[src/rtl/pipe_pkg.sv]
// Shared pipeline definitions for the ARM-subset five-stage pipeline.
// Provides the control-word field indices, the NZCV bit positions, the
// condition-code encodings and the packed control-word struct.
package pipe_pkg;

  // Bit positions inside the 9-bit control word {WB_EN, MEM_R_EN, MEM_W_EN, EXE_CMD[3:0], B, S}
  localparam int CTRL_WB_EN    = 8;
  localparam int CTRL_MEM_R_EN = 7;
  localparam int CTRL_MEM_W_EN = 6;
  localparam int CTRL_EXE_HI   = 5;
  localparam int CTRL_EXE_LO   = 2;
  localparam int CTRL_B        = 1;
  localparam int CTRL_S        = 0;

  // NZCV bit positions inside the 4-bit status value
  localparam int FLAG_N = 3;
  localparam int FLAG_Z = 2;
  localparam int FLAG_C = 1;
  localparam int FLAG_V = 0;

  // Instruction condition field encodings [31:28]
  localparam logic [3:0] COND_EQ = 4'b0000;
  localparam logic [3:0] COND_NE = 4'b0001;
  localparam logic [3:0] COND_CS = 4'b0010;
  localparam logic [3:0] COND_CC = 4'b0011;
  localparam logic [3:0] COND_MI = 4'b0100;
  localparam logic [3:0] COND_PL = 4'b0101;
  localparam logic [3:0] COND_VS = 4'b0110;
  localparam logic [3:0] COND_VC = 4'b0111;
  localparam logic [3:0] COND_HI = 4'b1000;
  localparam logic [3:0] COND_LS = 4'b1001;
  localparam logic [3:0] COND_GE = 4'b1010;
  localparam logic [3:0] COND_LT = 4'b1011;
  localparam logic [3:0] COND_GT = 4'b1100;
  localparam logic [3:0] COND_LE = 4'b1101;
  localparam logic [3:0] COND_AL = 4'b1110;
  localparam logic [3:0] COND_NV = 4'b1111;

  // Packed control word; member order matches the bit layout above
  typedef struct packed {
    logic       wb_en;
    logic       mem_r_en;
    logic       mem_w_en;
    logic [3:0] exe_cmd;
    logic       b;
    logic       s;
  } ctrl_t;

endpackage

[src/rtl/cond_check.sv]
// Combinational ARM condition-code evaluator.
// Ports:
//   cond  - instruction condition field [31:28]
//   flags - {N,Z,C,V} flag view to test against
//   pass  - 1 when the instruction should execute
module cond_check
  import pipe_pkg::*;
(
  input  logic [3:0] cond,
  input  logic [3:0] flags,
  output logic       pass
);

  logic w_n, w_z, w_c, w_v;

  assign w_n = flags[FLAG_N];
  assign w_z = flags[FLAG_Z];
  assign w_c = flags[FLAG_C];
  assign w_v = flags[FLAG_V];

  // NOTE: default assignment before the case keeps this purely combinational (no latch).
  always_comb begin
    pass = 1'b0;
    case (cond)
      COND_EQ: pass = w_z;
      COND_NE: pass = !w_z;
      COND_CS: pass = w_c;
      COND_CC: pass = !w_c;
      COND_MI: pass = w_n;
      COND_PL: pass = !w_n;
      COND_VS: pass = w_v;
      COND_VC: pass = !w_v;
      COND_HI: pass = w_c && !w_z;
      COND_LS: pass = !w_c || w_z;
      COND_GE: pass = (w_n == w_v);
      COND_LT: pass = (w_n != w_v);
      COND_GT: pass = !w_z && (w_n == w_v);
      COND_LE: pass = w_z || (w_n != w_v);
      COND_AL: pass = 1'b1;
      default: pass = 1'b0;  // COND_NV
    endcase
  end

endmodule

[src/rtl/id_exe_reg.sv]
// ID/EXE pipeline register with NZCV status register, condition gating and
// saturating bubble/flush performance counters.
// Ports:
//   clk, rst_n                  - clock, asynchronous active-low reset
//   ctrl_cmd, cond              - control word and condition field from ID
//   pc_in .. dest_in            - ID-stage operand/immediate values
//   hazard, flush, mem_freeze   - bubble, squash and global stall requests
//   status_we, status_in        - flag update from the EXE instruction
//   wb_en .. dest               - registered values for EXE
//   status                      - current NZCV register
//   bubble_cnt, flush_cnt       - saturating performance counters
module id_exe_reg
  import pipe_pkg::*;
#(
  parameter int DATA_W = 32,
  parameter int CNT_W  = 16
) (
  input  logic              clk,
  input  logic              rst_n,
  input  logic [8:0]        ctrl_cmd,
  input  logic [3:0]        cond,
  input  logic [DATA_W-1:0] pc_in,
  input  logic [DATA_W-1:0] val_rn_in,
  input  logic [DATA_W-1:0] val_rm_in,
  input  logic              imm_in,
  input  logic [11:0]       shift_op_in,
  input  logic [23:0]       simm24_in,
  input  logic [3:0]        dest_in,
  input  logic              hazard,
  input  logic              flush,
  input  logic              mem_freeze,
  input  logic              status_we,
  input  logic [3:0]        status_in,
  output logic              wb_en,
  output logic              mem_r_en,
  output logic              mem_w_en,
  output logic              b,
  output logic              s,
  output logic [3:0]        exe_cmd,
  output logic [DATA_W-1:0] pc,
  output logic [DATA_W-1:0] val_rn,
  output logic [DATA_W-1:0] val_rm,
  output logic              imm,
  output logic [11:0]       shift_op,
  output logic [23:0]       simm24,
  output logic [3:0]        dest,
  output logic [3:0]        status,
  output logic [CNT_W-1:0]  bubble_cnt,
  output logic [CNT_W-1:0]  flush_cnt
);

  ctrl_t             r_ctrl;
  logic [DATA_W-1:0] r_pc, r_val_rn, r_val_rm;
  logic              r_imm;
  logic [11:0]       r_shift_op;
  logic [23:0]       r_simm24;
  logic [3:0]        r_dest;
  logic [3:0]        r_status;
  logic [CNT_W-1:0]  r_bubble_cnt, r_flush_cnt;

  logic [3:0]        w_eff_flags;
  logic              w_cond_pass;
  logic              w_bubble;

  // Bypass lets a conditional instruction directly behind a flag-setter see the new flags.
  assign w_eff_flags = status_we ? status_in : r_status;

  cond_check u_cond_check (
    .cond  (cond),
    .flags (w_eff_flags),
    .pass  (w_cond_pass)
  );

  assign w_bubble = hazard || !w_cond_pass;

  // Flag update is blocked only by a freeze; the flag setter is already past ID.
  // NOTE: all sequential state uses non-blocking assignments so every register samples pre-edge values.
  always_ff @(posedge clk or negedge rst_n) begin
    if (!rst_n) begin
      r_status <= '0;
    end else if (status_we && !mem_freeze) begin
      r_status <= status_in;
    end
  end

  always_ff @(posedge clk or negedge rst_n) begin
    if (!rst_n) begin
      r_ctrl       <= '0;
      r_pc         <= '0;
      r_val_rn     <= '0;
      r_val_rm     <= '0;
      r_imm        <= 1'b0;
      r_shift_op   <= '0;
      r_simm24     <= '0;
      r_dest       <= '0;
      r_bubble_cnt <= '0;
      r_flush_cnt  <= '0;
    end else if (mem_freeze) begin
      // Hold everything; flush/hazard are re-sampled once the stall lifts.
    end else if (flush) begin
      r_ctrl     <= '0;
      r_pc       <= '0;
      r_val_rn   <= '0;
      r_val_rm   <= '0;
      r_imm      <= 1'b0;
      r_shift_op <= '0;
      r_simm24   <= '0;
      r_dest     <= '0;
      if (r_flush_cnt != '1) r_flush_cnt <= r_flush_cnt + CNT_W'(1);
    end else begin
      r_ctrl     <= w_bubble ? ctrl_t'('0) : ctrl_t'(ctrl_cmd);
      r_pc       <= pc_in;
      r_val_rn   <= val_rn_in;
      r_val_rm   <= val_rm_in;
      r_imm      <= imm_in;
      r_shift_op <= shift_op_in;
      r_simm24   <= simm24_in;
      r_dest     <= dest_in;
      if (w_bubble && (r_bubble_cnt != '1)) r_bubble_cnt <= r_bubble_cnt + CNT_W'(1);
    end
  end

  assign wb_en      = r_ctrl.wb_en;
  assign mem_r_en   = r_ctrl.mem_r_en;
  assign mem_w_en   = r_ctrl.mem_w_en;
  assign exe_cmd    = r_ctrl.exe_cmd;
  assign b          = r_ctrl.b;
  assign s          = r_ctrl.s;
  assign pc         = r_pc;
  assign val_rn     = r_val_rn;
  assign val_rm     = r_val_rm;
  assign imm        = r_imm;
  assign shift_op   = r_shift_op;
  assign simm24     = r_simm24;
  assign dest       = r_dest;
  assign status     = r_status;
  assign bubble_cnt = r_bubble_cnt;
  assign flush_cnt  = r_flush_cnt;

endmodule

[config.mk]
export PLATFORM = sky130hd
export DESIGN_NAME = id_exe_reg
export DESIGN_NICKNAME = d
export VERILOG_FILES = /design/src/rtl/pipe_pkg.sv /design/src/rtl/cond_check.sv /design/src/rtl/id_exe_reg.sv
export SDC_FILE = /design/constraint.sdc
export NUM_CORES = 1
export LEC_CHECK = 0
export ABC_AREA = 1
export CAP_MARGIN = 20
export CORE_MARGIN = 10
export CORE_UTILIZATION = 45
export CTS_CLUSTER_SIZE = 20
export DETAILED_ROUTE_END_ITERATION = 12
export PLACE_DENSITY = 0.89
export SYNTH_ARGS = -nofsm -noshare
export SYNTH_HDL_FRONTEND = slang
export SYNTH_HIERARCHICAL = 1
export SYNTH_SLANG_ARGS = --single-unit
[constraint.sdc]
create_clock -name clk -period 3.7 [get_ports clk]
set_input_delay 0.37 -clock clk [delete_from_list [all_inputs] [get_ports clk]]
set_output_delay 0.37 -clock clk [all_outputs]
set_load 0.02 [all_outputs]
==> results of run 1 <==
==> worst register-to-register path, stage by stage (launching register included) <==
cell,delay [ns]
dfrtp_1,0.37
nor2_1,0.05
a21oi_1,0.30
inv_1,0.14
nand2_1,0.10
nand2_1,0.07
nand3_1,0.07
nand3_1,0.09
nor2_1,0.11
nand2_1,0.07
inv_1,0.06
nor2_2,0.11
nor2_4,0.49
nand2_1,0.24
nand2_1,0.11
nand2_1,0.06
==> stage by stage <==
step | worst slack, ns | hold WS [ns] | power (uW) | util | instance area (um2)
finish | 0.904 | 0.0228 | 5280 | 0.711 | 11700
global route | 0.643 | 0.0900 | 5510 | 0.711 | 11700
CTS | 1.01 | 0.0595 | 5320 | 0.711 | 11700
detailed placement | 0.566 | 0.488 | 3470 | 0.674 | 11100
global placement | 0.679 | 0.474 | 3440 | 0.674 | 11100
floorplan | 1.55 | 0.0744 | 2810 | - | 7520
==> path summary, 6_finish.rpt <==
path                       startpoint            end  slack (ns)  cells past startpoint
max                         status_we  bubble_cnt[2]        0.90                     16
min                             rst_n      status[2]        0.02                      1
max reg2reg                 status[3]  bubble_cnt[2]        1.15                     15
min reg2reg                exe_cmd[1]     exe_cmd[1]        0.51                      1
max in group asynchronous       rst_n         pc[11]        2.78                      2
min in group clk           exe_cmd[1]     exe_cmd[1]        0.51                      1
==> kinds of logic after synthesis <==
logic type	Yosys count	synth area share
XOR/XNOR	9	0.0105
flip-flops	182	0.605
AO/OA/AOI/OAI	159	0.180
buffers and inverters	83	0.0482
AND/OR/NAND/NOR	267	0.153
adder cells (fa/ha/maj)	2	0.00333
==> power by group through the flow <==
stage               combinational, uW  sequential (uW)  clock (uW)
floorplan                         297             2510           0
detailed placement               1150             2320           0
global placement                 1130             2320           0
global route                     1220             2310        1980
finish                           1140             2290        1850
CTS                              1160             2290        1880
==> flip-flops by register name, summed over array words and instances, names as in the netlist <==
register	flops
status	4
imm	1
mem_r_en	1
s	1
pc	32
bubble_cnt	16
b	1
flush_cnt	16
wb_en	1
simm24	24
dest	4
shift_op	12
exe_cmd	4
mem_w_en	1
val_rn	32
val_rm	32
==> layout make-up <==
cell class / instances / area (um2)
fillers: 1166 / 4760
flip-flops and latches: 182 / 4550
repair buffers: 347 / 3480
multi-input cells: 437 / 2610
clock buffers: 19 / 453
well taps: 220 / 275
inverters: 45 / 171
clock inverters: 13 / 159
==> layout by cell type, fill, tap and decap left out, types with 8 or more instances in the layout <==
master	synthesis	final
clkdlybuf4s50_1	0	339
dfrtp_1	182	182
nand2_1	154	154
a22o_1	137	137
nor2_1	44	44
nand3_1	43	43
inv_1	42	41
clkbuf_16	0	17
a32o_1	9	9
nand4_1	8	8
xnor2_1	8	8
==> routing by layer <==
metal	routed length, um	vias up	GRT usage
met1	10000	3287	0.267
met2	13200	298	0.382
met3	2300	44	0.0746
met5	0	-	0
li1	-	3098	-
met4	716	0	0.0864
==> impl_metrics.env, run 1 <==
export IMPL_status="completed"
export IMPL_start_kind="primary input"
export IMPL_p_switching_uw=1560
export IMPL_powerDensity_mw_per_mm2=451
export IMPL_arrival_ns=3.11
export IMPL_synth_top_cell_area_share=0.605
export IMPL_async_flop_share=1.00
export IMPL_crit_type="in -> reg"
export IMPL_critPathCaptureType="flop"
export IMPL_clk_root_buffer_cell="clkbuf_16"
export IMPL_skew_ns=0.0123
export IMPL_place_inst=1231
export IMPL_synthCells=702
export IMPL_crit_chain="clkdlybuf4s50_1 -> nor2_1 -> a21oi_1 -> inv_1 -> nand2_1 -> nand2_1 -> nand3_1 -> nand3_1 -> nor2_1 -> nand2_1 -> inv_1 -> nor2_2 -> nor2_4 -> nand2_1 -> nand2_1 -> nand2_1"
export IMPL_grt_pass1_wl_mm=39.4
export IMPL_ir_worst_vdd_mv=0.304
export IMPL_cts_sinks=182
export IMPL_worst_slew_pin_slew_ns=0.853
export IMPL_firstDrtPassIters=7
export IMPL_grt_use_total=0.228
export IMPL_gp_congestion=0.903
export IMPL_fin_crit_ns=2.80
export IMPL_drv_slew=0
export IMPL_clk_pin_slew_worst_paths_ns=0.07
export IMPL_clk_latency_ns=0.44
export IMPL_port_buffers=341
export IMPL_yosysMostFrequentCell="dfrtp_1"
export IMPL_drtIter0Drc=456
export IMPL_p_clk_frac=0.351
export IMPL_initial_utilization=0.457
export IMPL_numCtsBuffers=17
export IMPL_setup_tns_ns=0
export IMPL_core_area_mm2=0.0165
export IMPL_drc=0
export IMPL_timing_slew_headroom=0.431
export IMPL_p_leak_uw=0.00523
export IMPL_critPathBufInv=3
export IMPL_detail_route_vias_per_cell=5.33
export IMPL_max_freq_ghz=0.358
export IMPL_grt_pass1_vias=6791
export IMPL_p_int_uw=3730
export IMPL_post_cts_buffers=0
export IMPL_die_x_um=149
export IMPL_path_max_fanout=28
export IMPL_clockBufferDepth=2
export IMPL_ant_nets=0
export IMPL_ys_warnings_count=6
export IMPL_p_sw_frac=0.295
export IMPL_htreeDepth=4
export IMPL_worstPathRequired_ns=4.02
export IMPL_ys_seq_area_frac=0.605
export IMPL_synth_edf_count=0
export IMPL_syn_area_mm2=0.00752
export IMPL_overflow=0
export IMPL_io_pin_count=342
export IMPL_syn_num_nets=864
export IMPL_hold_violations=0
export IMPL_rsz0062_at_grt="false"
export IMPL_row_count=47
export IMPL_postCtsHoldBufs=0
export IMPL_fp_dieH_um=149
export IMPL_yosys_register_bits=182
export IMPL_totalWireLength_mm=26.2
export IMPL_synth_common_cells="dfrtp_1 (182), nand2_1 (154), a22o_1 (137)"
export IMPL_power_frac_comb=0.216
export IMPL_cp_common_cell="nand2_1"
export IMPL_cp_slowest_stage_delay_ns=0.64
export IMPL_detail_route_wl_per_cell_um=20.7
export IMPL_final_cells=1263
export IMPL_layout_nets=1192
export IMPL_setup_viol=0
export IMPL_power_share_sequential=0.433
export IMPL_crit_family="simple AND/OR/NAND/NOR gates"
export IMPL_dieArea_mm2=0.0223
export IMPL_synth_area_leader_cell="dfrtp_1"
export IMPL_hpwl_mm=19.4
export IMPL_maxCapViolCount=0
export IMPL_slowest_stage="clkdlybuf4s50_1"
export IMPL_drive_gt1_frac=0.0527
export IMPL_grt_max_degree=93
export IMPL_cts_resized=0
export IMPL_min_path_type="in -> async"
export IMPL_syn2layout_area_growth_pct=55.5
export IMPL_synth_distinct_cells=27
export IMPL_antenna_found_initial=0
export IMPL_n_antenna_cell=0
export IMPL_synth_ff_type="dfrtp_1"
export IMPL_dr_total_vias=6727
export IMPL_fin_crit_sh=0.756
export IMPL_syn_avg_cell_area_um2=10.7
export IMPL_synth_area_leaders="dfrtp_1 (61%), a22o_1 (16%), nand2_1 (7.7%)"
export IMPL_cts_tree="built"
No activity file was read; power rests on OpenSTA's default activity.
==> run 2: changes to the inputs <==
--- a/config.mk
+++ b/config.mk
@@ -8,10 +8,10 @@
 export ABC_AREA = 1
 export CAP_MARGIN = 20
 export CORE_MARGIN = 10
-export CORE_UTILIZATION = 45
+export CORE_UTILIZATION = 42
 export CTS_CLUSTER_SIZE = 20
 export DETAILED_ROUTE_END_ITERATION = 12
-export PLACE_DENSITY = 0.89
+export PLACE_DENSITY = 0.84
 export SYNTH_ARGS = -nofsm -noshare
 export SYNTH_HDL_FRONTEND = slang
 export SYNTH_HIERARCHICAL = 1
==> constraint.sdc (replaced) <==
create_clock -name clk -period 2.6 [get_ports clk]
set_input_delay 0.26 -clock clk [delete_from_list [all_inputs] [get_ports clk]]
set_output_delay 0.26 -clock clk [all_outputs]
set_load 0.02 [all_outputs]
==> run 2 against run 1 <==
Against the previous run:
- non-clock buffer count up 3
- core utilization down 3.7 points
- sequential share of layout area down 0.13 points
- sequential power up 43%
- clock skew about the same
- sequential cell count unchanged
- largest cell class unchanged
- highest routed layer unchanged
==> impl_metrics.env, run 2 (synthesis gave the netlist of run 1 again) <==
export IMPL_status="completed"
export IMPL_hpwl_mm=19.3
export IMPL_critPathCaptureType="flop"
export IMPL_cp_slowest_stage_delay_ns=0.57
export IMPL_htreeDepth=4
export IMPL_power_total_uw=7410
export IMPL_detail_route_vias_per_cell=5.30
export IMPL_drtIter0Drc=480
export IMPL_post_cts_buffers=0
export IMPL_pre_cts_slack_ns=-0.0911
export IMPL_num_fill_cells=1323
export IMPL_gp_congestion=0.905
export IMPL_row_count=48
export IMPL_clockBufferDepth=2
export IMPL_postCtsHoldBufs=1
export IMPL_worst_slew_pin_slew_ns=0.715
export IMPL_overflow=0
export IMPL_fin_crit_ns=2.30
export IMPL_core_area_mm2=0.0174
export IMPL_ant_nets=0
export IMPL_holdWs_ns=0.320
export IMPL_drv_slew=0
export IMPL_grt_pass1_vias=6971
export IMPL_die_x_um=154
export IMPL_grt_pass1_wl_mm=40.8
export IMPL_min_path_type="in -> async"
export IMPL_start_kind="primary input"
export IMPL_maxCapViolCount=0
export IMPL_most_common_layout_cells="clkdlybuf4s50_1 (339), dfrtp_1 (182), nand2_1 (154), a22o_1 (137), nor2_1 (44)"
export IMPL_worst_slack_ns=0.301
export IMPL_p_leak_uw=0.00524
export IMPL_n_antenna_cell=0
export IMPL_io_pin_count=342
export IMPL_path_max_fanout=25
export IMPL_drive_gt1_frac=0.0536
export IMPL_dr_total_vias=6733
export IMPL_syn2layout_area_growth_pct=56.0
export IMPL_setup_viol=0
export IMPL_layout_nets=1195
export IMPL_grt_max_degree=147
export IMPL_clk_pin_slew_worst_paths_ns=0.07
export IMPL_totalWireLength_mm=25.8
export IMPL_antenna_found_initial=0
export IMPL_crit_type="in -> reg"
export IMPL_numCtsBuffers=17
export IMPL_port_buffers=341
export IMPL_arrival_ns=2.62
export IMPL_setup_tns_ns=0
export IMPL_fp_dieH_um=154
export IMPL_dieArea_mm2=0.0237
export IMPL_clk_latency_ns=0.43
export IMPL_cts_sinks=182
export IMPL_crit_chain="clkdlybuf4s50_1 -> nor2_1 -> a21oi_1 -> inv_1 -> nand2_1 -> nand3_1 -> nand2_1 -> nand2_1 -> nand2_1 -> nor2_1 -> nand2_1 -> inv_1 -> nor2_2 -> nor2_4 -> buf_12 -> nand3_1 -> nand2_1"
export IMPL_firstDrtPassIters=6
export IMPL_detail_route_wl_per_cell_um=20.3
export IMPL_powerDensity_mw_per_mm2=631
export IMPL_final_cells=1270
export IMPL_cts_tree="built"
export IMPL_clk_root_buffer_cell="clkbuf_16"
export IMPL_slowest_stage="clkdlybuf4s50_1"
export IMPL_worstPathRequired_ns=2.92
export IMPL_cts_resized=0
export IMPL_timing_slew_headroom=0.523
export IMPL_hold_violations=0
export IMPL_mostFrequentLayoutCell="clkdlybuf4s50_1"
export IMPL_skew_ns=0.0122
export IMPL_place_inst=1238
export IMPL_max_freq_ghz=0.435
export IMPL_rsz0062_at_grt="false"
export IMPL_grt_use_total=0.214
export IMPL_drc=0
export IMPL_cp_common_cell="nand2_1"
export IMPL_fin_crit_sh=0.884
export IMPL_ir_worst_vdd_mv=0.436
export IMPL_initial_utilization=0.432
==> run 2: cell count changes in the layout (fill, tap and decap cells not counted), sizes merged <==
cell,delta
clkinvlp,+1
inv,+1
clkinv,-1
dlygate4sd3,+1
clkbuf,-2
buf,+2
==> run 2: worst paths after layout <==
| path | start | endpoint | slack [ns] | cells past startpoint |
|---|---|---|---|---|
| worst max-delay path | status_we | bubble_cnt[13] | 0.30 | 17 |
| worst min-delay path | rst_n | val_rn[29] | 0.32 | 2 |
| worst max register to register | status[3] | bubble_cnt[13] | 0.36 | 16 |
| worst min register to register | mem_w_en | mem_w_en | 0.49 | 1 |
| max in group asynchronous | rst_n | shift_op[1] | 1.51 | 3 |
| min in group clk | mem_freeze | status[1] | 0.37 | 4 |
==> run 2: critical path: cells and delay by family <==
| kind | cells | cell delay (ns) |
|---|---|---|
| AOI/OAI and AO/OA | 1 | 0.27 |
| buffers and inverters | 4 | 0.93 |
| and+or+nand+nor | 12 | 1.15 |
==> run 2: power breakdown <==
group | leakage, uW | total [uW] | switching, uW | internal (uW)
clock | 0.000269 | 2510 | 1170 | 1340
combinational | 0.00258 | 1640 | 801 | 836
sequential | 0.00239 | 3270 | 205 | 3060
total | 0.00524 | 7410 | 2170 | 5240
==> run 2: metal layers <==
layer | up-vias | routed length [um] | global-route usage
li1 | 3102 | - | -
met1 | 3280 | 10200 | 0.247
met2 | 313 | 12800 | 0.357
met3 | 38 | 2250 | 0.0798
met4 | 0 | 578 | 0.0738
met5 | - | 0 | 0
==> run 2: area by class of cell <==
| type | instances | area [um2] | share of cell area |
|---|---|---|---|
| Clock buffer | 17 | 425 | 0.0362 |
| Clock inverter | 14 | 144 | 0.0123 |
| Inverter | 45 | 171 | 0.0146 |
| Multi-Input combinational cell | 437 | 2610 | 0.222 |
| Sequential cell | 182 | 4550 | 0.388 |
| Tap cell | 225 | 282 | 0.0240 |
| Timing Repair Buffer | 350 | 3560 | 0.303 |
==> run 2: metrics by stage <==
step	utilization	area (um2)
floorplan	-	7520
global placement	0.641	11200
detailed placement	0.641	11200
CTS	0.674	11700
global route	0.674	11700
finish	0.674	11700
==> run 3: changes to the inputs <==
--- a/config.mk
+++ b/config.mk
@@ -7,8 +7,10 @@
 export LEC_CHECK = 0
 export ABC_AREA = 1
 export CAP_MARGIN = 20
+export CELL_PAD_IN_SITES_DETAIL_PLACEMENT = 0
+export CELL_PAD_IN_SITES_GLOBAL_PLACEMENT = 1
 export CORE_MARGIN = 10
-export CORE_UTILIZATION = 42
+export CORE_UTILIZATION = 31
 export CTS_CLUSTER_SIZE = 20
 export DETAILED_ROUTE_END_ITERATION = 12
 export PLACE_DENSITY = 0.84
==> run 3 against run 2 <==
Against the previous run:
- worst hold slack improved by 0.065 ns
- largest cell class unchanged
- sequential share of layout area fell by 0.54 points
- fmax rose by 11%
- sequential power barely moved
- critical path depth did not move
- first-iteration DRC count rose by 3.8%
- setup slack improved by 0.23 ns
==> impl_metrics.env, run 3 (synthesis gave the netlist of run 1 again) <==
export IMPL_status="completed"
export IMPL_setup_tns_ns=0
export IMPL_final_cells=1369
export IMPL_io_pin_count=342
export IMPL_drtIter0Drc=498
export IMPL_row_count=56
export IMPL_detail_route_vias_per_cell=4.77
export IMPL_core_area_mm2=0.0237
export IMPL_drive_gt1_frac=0.0571
export IMPL_grt_pass1_wl_mm=39.8
export IMPL_postCtsHoldBufs=1
export IMPL_critPathCaptureType="flop"
export IMPL_powerDensity_mw_per_mm2=625
export IMPL_arrival_ns=2.38
export IMPL_slowest_stage="clkdlybuf4s50_1"
export IMPL_start_kind="primary input"
export IMPL_syn2layout_area_growth_pct=58.2
export IMPL_cts_tree="built"
export IMPL_port_buffers=341
export IMPL_post_cts_buffers=0
export IMPL_drc=0
export IMPL_clk_root_buffer_cell="clkbuf_16"
export IMPL_critPathBufInv=4
export IMPL_worst_slew_pin_slew_ns=0.759
export IMPL_fin_crit_sh=0.796
export IMPL_clockBufferDepth=2
export IMPL_layout_nets=1199
export IMPL_most_common_layout_cells="clkdlybuf4s50_1 (339), dfrtp_1 (182), nand2_1 (154), a22o_1 (137), nor2_1 (44)"
export IMPL_gp_congestion=0.834
export IMPL_hpwl_mm=19.5
export IMPL_antenna_found_initial=0
export IMPL_seq_area_mm2=0.00455
export IMPL_crit_type="in -> reg"
export IMPL_place_inst=1336
export IMPL_dr_total_vias=6534
export IMPL_crit_chain="clkdlybuf4s50_1 -> nor2_1 -> a21oi_1 -> inv_1 -> nand2_1 -> nand3_1 -> nand2_1 -> nand2_2 -> nor2_1 -> nand2_1 -> inv_1 -> nor2_2 -> nor2_4 -> buf_12 -> nand2_1 -> nand2_1 -> nand2_1"
export IMPL_fin_crit_ns=2.07
export IMPL_cts_sinks=182
export IMPL_skew_ns=0.0115
export IMPL_drv_slew=0
export IMPL_cp_slowest_stage_delay_ns=0.64
export IMPL_clk_pin_slew_worst_paths_ns=0.08
export IMPL_max_freq_ghz=0.483
export IMPL_htreeDepth=4
export IMPL_min_path_type="in -> async"
export IMPL_p_leak_uw=0.00528
export IMPL_clk_latency_ns=0.42
export IMPL_fp_dieH_um=176
export IMPL_rsz0062_at_grt="false"
export IMPL_maxCapViolCount=0
export IMPL_totalWireLength_mm=25.9
export IMPL_overflow=0
export IMPL_timing_slew_headroom=0.494
export IMPL_fin_util=0.503
export IMPL_mostFrequentLayoutCell="clkdlybuf4s50_1"
export IMPL_path_max_fanout=15
export IMPL_holdWs_ns=0.385
export IMPL_grt_use_total=0.162
export IMPL_worstPathRequired_ns=2.91
export IMPL_n_antenna_cell=0
export IMPL_setup_viol=0
export IMPL_cp_common_cell="nand2_1"
export IMPL_crit_family="buffers and inverters"
export IMPL_firstDrtPassIters=4
export IMPL_dieArea_mm2=0.0309
export IMPL_detail_route_wl_per_cell_um=18.9
export IMPL_cts_resized=0
export IMPL_grt_max_degree=147
export IMPL_numCtsBuffers=17
export IMPL_ir_worst_vdd_mv=0.405
export IMPL_ant_nets=0
export IMPL_multi_input_area_mm2=0.00261
export IMPL_initial_utilization=0.318
export IMPL_die_x_um=176
export IMPL_hold_violations=0
export IMPL_grt_pass1_vias=6731
export IMPL_num_fill_cells=2214
==> run 3: layout make-up <==
type,instances,share of cell area
Sequential cell,182,0.382
Tap cell,319,0.0335
Timing Repair Buffer,354,0.301
Inverter,45,0.0144
Clock inverter,14,0.0133
Multi-Input combinational cell,437,0.219
Clock buffer,18,0.0360
==> run 3: through the flow <==
stage	cell area, um2	power (uW)	setup WS (ns)
CTS	11900	7550	0.570
finish	11900	7440	0.530
global route	11900	7800	0.285
detailed placement	11300	4960	0.103
floorplan	7520	3990	0.557
global placement	11300	4940	0.159
==> run 3: metal layers <==
layer	vias up	part of all wire	global-route usage	wire length [um]
met5	-	0	0	0
met4	0	0.010	0.0367	262
met3	12	0.091	0.0643	2370
met2	220	0.49	0.271	12800
met1	3183	0.40	0.191	10500
li1	3119	-	-	-
==> run 3: worst reg2reg max path: cells and delay by family (launching register included) <==
family / cells / cell delay (ns)
flops: 1 / 0.40
simple gates: 12 / 0.87
buf+inv: 3 / 0.34
compound gates: 1 / 0.26
==> run 3: final timing paths <==
check | startpoint | endpoint | slack (ns) | cells past startpoint
max | status_we | bubble_cnt[7] | 0.53 | 17
min | rst_n | status[1] | 0.38 | 2
max reg2reg | status[3] | bubble_cnt[7] | 0.65 | 16
min reg2reg | exe_cmd[1] | exe_cmd[1] | 0.50 | 1
max in group asynchronous | rst_n | pc[19] | 1.46 | 3
min in group clk | mem_freeze | status[1] | 0.41 | 4
==> run 3: where the power goes <==
| part | internal [uW] | switching (uW) | leakage [uW] |
|---|---|---|---|
| clock network | 1290 | 1260 | 0.000282 |
| logic | 842 | 787 | 0.00260 |
| registers | 3060 | 196 | 0.00239 |
| total | 5190 | 2240 | 0.00528 |
